<file path="src/rtl/sd_spi_shifter.sv">
// Byte-wide SPI mode-0 master shifter for the SD card port.
// It drives sck/sdo, samples sdi on the edge that ends each sck-high phase, and reports busy/done.
module sd_spi_shifter #(
  parameter logic       SDO_IDLE = 1'b1,
  parameter logic [7:0] DOUT_RST = 8'hFF
) (
  input  logic       fclk,
  input  logic       rst,
  input  logic       start,
  input  logic [7:0] din,
  input  logic [1:0] speed,
  output logic       sck,
  output logic       sdo,
  input  logic       sdi,
  output logic [7:0] dout,
  output logic       busy,
  output logic       done,
  output logic       dbg_state_o
);

  typedef enum logic {IDLE = 1'b0, SHIFT = 1'b1} state_t;

  state_t     state_q;
  logic [2:0] hm1_q;
  logic [2:0] cnt_q;
  logic [2:0] bit_q;
  logic [7:0] tx_q;
  logic [7:0] rx_q;
  logic       sck_q;
  logic       sdo_q;
  logic       busy_q;
  logic       done_q;
  logic [7:0] dout_q;

  logic [2:0] hm1_d;
  logic [7:0] rx_d;

  // hm1 is the half-period minus one, so the phase counter fits in three bits.
  always_comb begin
    hm1_d = 3'd0;
    case (speed)
      2'b00:   hm1_d = 3'd0;
      2'b01:   hm1_d = 3'd1;
      2'b10:   hm1_d = 3'd3;
      default: hm1_d = 3'd7;
    endcase
  end

  assign rx_d = {rx_q[6:0], sdi};

  always_ff @(posedge fclk) begin
    if (rst) begin
      state_q <= IDLE;
      hm1_q   <= 3'd0;
      cnt_q   <= 3'd0;
      bit_q   <= 3'd0;
      tx_q    <= 8'h00;
      rx_q    <= 8'h00;
      sck_q   <= 1'b0;
      sdo_q   <= SDO_IDLE;
      busy_q  <= 1'b0;
      done_q  <= 1'b0;
      dout_q  <= DOUT_RST;
    end else begin
      done_q <= 1'b0;
      case (state_q)
        IDLE: begin
          if (start) begin
            state_q <= SHIFT;
            busy_q  <= 1'b1;
            tx_q    <= din;
            sdo_q   <= din[7];
            hm1_q   <= hm1_d;
            cnt_q   <= 3'd0;
            bit_q   <= 3'd0;
            sck_q   <= 1'b0;
          end
        end
        SHIFT: begin
          if (cnt_q != hm1_q) begin
            cnt_q <= cnt_q + 3'd1;
          end else begin
            cnt_q <= 3'd0;
            if (!sck_q) begin
              sck_q <= 1'b1;
            end else begin
              // Falling sck edge: capture sdi, then either present the next bit or finish.
              sck_q <= 1'b0;
              rx_q  <= rx_d;
              if (bit_q == 3'd7) begin
                state_q <= IDLE;
                busy_q  <= 1'b0;
                done_q  <= 1'b1;
                dout_q  <= rx_d;
                sdo_q   <= SDO_IDLE;
              end else begin
                bit_q <= bit_q + 3'd1;
                tx_q  <= {tx_q[6:0], 1'b0};
                sdo_q <= tx_q[6];
              end
            end
          end
        end
        default: state_q <= IDLE;
      endcase
    end
  end

  assign sck         = sck_q;
  assign sdo         = sdo_q;
  assign busy        = busy_q;
  assign done        = done_q;
  assign dout        = dout_q;
  assign dbg_state_o = state_q;

endmodule

</file>
<file path="config.mk">
export PLATFORM = sky130hd
export DESIGN_NAME = sd_spi_shifter
export DESIGN_NICKNAME = d
export VERILOG_FILES = /design/src/rtl/sd_spi_shifter.sv
export SDC_FILE = /design/constraint.sdc
export NUM_CORES = 1
export LEC_CHECK = 0
export CORE_MARGIN = 5
export CORE_UTILIZATION = 40
export CTS_BUF_LIST = sky130_fd_sc_hd__clkbuf_8
export DETAILED_ROUTE_END_ITERATION = 10
export PLACE_DENSITY = 0.61
export SETUP_SLACK_MARGIN = 0.15
export SLEW_MARGIN = 25
export SYNTH_ARGS = -nofsm -noshare
export SYNTH_HDL_FRONTEND = slang
export SYNTH_SLANG_ARGS = --single-unit
export TNS_END_PERCENT = 30
</file>
<file path="constraint.sdc">
create_clock -name fclk -period 3.1 [get_ports fclk]
set_input_delay 0.31 -clock fclk [delete_from_list [all_inputs] [get_ports fclk]]
set_output_delay 0.31 -clock fclk [all_outputs]
set_load 0.02 [all_outputs]
</file>
==> results.cfg <==
[power_and_ir_drop]
power_frac_clock = 0.360
vdd_ir_drop_max_uv = 260.8
combPwrFrac = 0.105
seqPwrFrac = 0.536
power_density_nw_per_um2 = 487.4
switching_share = 0.2398
p_sw_uw = 221.5
internal-power_uw = 701.9
cellLeakagePower_uw = 0.0007173

[die]
die_area_sq_um = 5221
core_area_sq_um = 3716
start_util = 0.4172
ioPinCount = 27
rows = 22
die_y_um = 72.26
die_x_um = 72.26

[worst_setup_path]
path_max_fanout = 15
path_common_cell = ha_1
cp_top_family = simple AND/OR/NAND/NOR gates
worstSetupStartpointType = register
path_cells = ha_1 > ha_1 > and3b_1 > nand4_1 > and2_0 > a211oi_1
cp_slowest_cell = and2_0
worstPathArrival_ps = 2540
endpoint_kind = register
worstPathRequired_ps = 3290
worstSetupPathType = register to register
slowest_delay_ps = 430
crit_buf_inv = 0

[timing]
max_freq_mhz = 425.5
worst_pin_slew_ps = 805.5
hold_viol = 0
slew_headroom = 0.4623
fin_crit_ps = 2350
rsz0062_at_grt = false
finalSetupViolations = 0
tns_ps = 0
holdWs_ps = 458.3
layout_setup_ws_ps = 749.7
skew_ps = 7.196
finalCritPeriodShare = 0.7582
maxSlewViolCount = 0

[global_route]
grt_pass1_vias = 1227
antenna_found_initial = 0
overflow = 0
gr-usage-all-layers = 0.1297
grt_start_max_net_pins = 27
grt_pass1_wl_mm = 5.319

[place]
dp_slack_ps = 791.7
hpwl_mm = 2.173
place_congestion = 0.7754
io_buffer_count = 26

[cells_and_area]
drive_gt1_frac = 0.05978
antennaDiodeCount = 0
layout.nets = 200
areaGrowthSynthToFinish_pct = 22.20

[detailed_routing]
drt_first_pass_iters = 4
wl_mm = 3.138
ant_nets = 0
vias = 1222
wire_per_inst_um = 13.53
drc_errors = 0
viasPerCell = 5.267
drtIter0Drc = 53

[yosys]
syn_nets = 179
synth_cell_type_count = 34
syn_inst = 162
yosys_warnings = 0
syn_avg_cell_area_sq_um = 9.569
ys_ff_latch = 36
syn_area_sq_um = 1550
ys_seq_area_frac = 0.4649

[cts]
hold_buffers = 0
cts_tree = yes
cts_resized = 0
cts_max_path_buffers = 2
htree_levels = 2
post-cts-setup-buffer-count = 0
cts.sinks = 36
cts-root-buf = clkbuf_8
cts_buffers = 5
cts.clk_slew.worst_paths_ps = 70
clock_latency_ps = 290

[flow_run]
maxCapViolations = 0

[min_path]
hold_class = register to register

[run_status]
status = finished clean
metal layers:
metal | vias to the layer above | track usage | wire [um]
li1 | 626 | - | -
met1 | 565 | 0.1510 | 1494
met2 | 24 | 0.2113 | 1416
met3 | 7 | 0.04017 | 162
met4 | 0 | 0.07098 | 65
met5 | - | 0 | 0
layout by cell type (no fill, tap or decap):
cell type        Yosys  final
a211o_1              9      9
a211oi_1             8      8
a21oi_1              7      7
a221oi_1             6      6
a31oi_1              2      2
and2_0               1      1
and3_1               8      8
and3b_1              1      1
and4b_4              1      1
buf_4                1      1
clkbuf_8             0      6
clkdlybuf4s50_1      0     26
dfxtp_1             36     36
ha_1                 3      3
inv_1                6      8
mux2_2               1      1
mux2i_1              7      7
nand2_1              9      9
nand2_4              1      1
nand2b_1             2      2
nand3_1              5      5
nand3b_1             3      3
nand4_1              1      1
nand4b_1             3      3
nor2_1              14     14
nor2b_1              7      7
nor3_1               2      2
nor3b_1              1      1
o221a_2              1      1
o31ai_1              1      1
xnor2_1              3      3
power by group through the flow:
stage	sequential [uW]	clock, uW	combinational (uW)
after floorplan	503	0	62.9
after global placement	505	0	94.9
after detailed placement	505	0	97.0
after CTS	494	345	97.8
after global routing	497	361	107
final	494	332	96.9
worst paths after layout:
check                              start       to  slack (ps)  cells past startpoint
worst min register to register   tx_q[2]  tx_q[2]         460                      2
worst max register to register  bit_q[0]  tx_q[3]         750                      6
worst min-delay path             tx_q[2]  tx_q[2]         460                      2
worst max-delay path            bit_q[0]  tx_q[3]         750                      6
worst min-delay path, stage by stage, from the launching register on:
cell and delay (ps):
dfxtp_1 310, inv_1 50, a211oi_1 50
synth_stat cells, drive strengths merged:
cell type | instances | area (sq um)
buf | 7 | 51.30
a221oi | 6 | 52.55
nand4b | 3 | 26.28
nor2b | 7 | 43.79
and4b | 1 | 13.76
o221a | 1 | 11.26
nand4 | 1 | 6.260
a211o | 9 | 78.83
xnor2 | 3 | 26.28
a21oi | 7 | 35.03
inv | 6 | 22.52
nor2 | 14 | 52.55
mux2 | 1 | 11.26
clkbuf | 6 | 22.52
nand2 | 10 | 45.04
ha | 3 | 37.54
o31ai | 1 | 7.510
and2 | 1 | 6.260
dfxtp | 36 | 720.7
a31oi | 2 | 12.51
nand3 | 5 | 25.02
nor3b | 1 | 7.510
nand3b | 3 | 22.52
nor3 | 2 | 10.01
a211oi | 8 | 60.06
and3b | 1 | 8.760
mux2i | 7 | 70.07
nand2b | 2 | 12.51
and3 | 8 | 50.05
stage by stage:
stage                     instance area, sq um  total power [uW]    util  instances
final                                     1894             923.3  0.5098        232
after floorplan                           1550             566.1       -        162
after CTS                                 1894             937.1  0.5098        232
after detailed placement                  1804             602.3  0.4855        224
after global placement                    1804             599.6  0.4855        224
after global routing                      1894             965.3  0.5098        232
sequential cells by signal, summed over array words and instances, names as in the netlist:
signal / count
bit_q: 3
busy: 1
cnt_q: 3
dbg_state_o: 1
done: 1
dout: 8
hm1_q: 3
rx_q: 7
sck: 1
sdo: 1
tx_q: 7
final cells by class:
type	instances	area, sq um
clock buffers	6	82.58
clock inverters	2	7.507
fillers	347	1822
inverters	6	22.52
multi-input cells	107	733.2
flip-flops and latches	36	720.7
well taps	48	60.06
repair buffers	27	267.8
kinds of logic after synthesis:
group	share of synthesized area
AND/OR/NAND/NOR	0.2131
AO/OA/AOI/OAI	0.1663
buffers and inverters	0.06215
XOR/XNOR	0.01695
multiplexers	0.05246
flip-flops	0.4649
adder cells (fa/ha/maj)	0.02422
(Power assumes the default switching activity.)
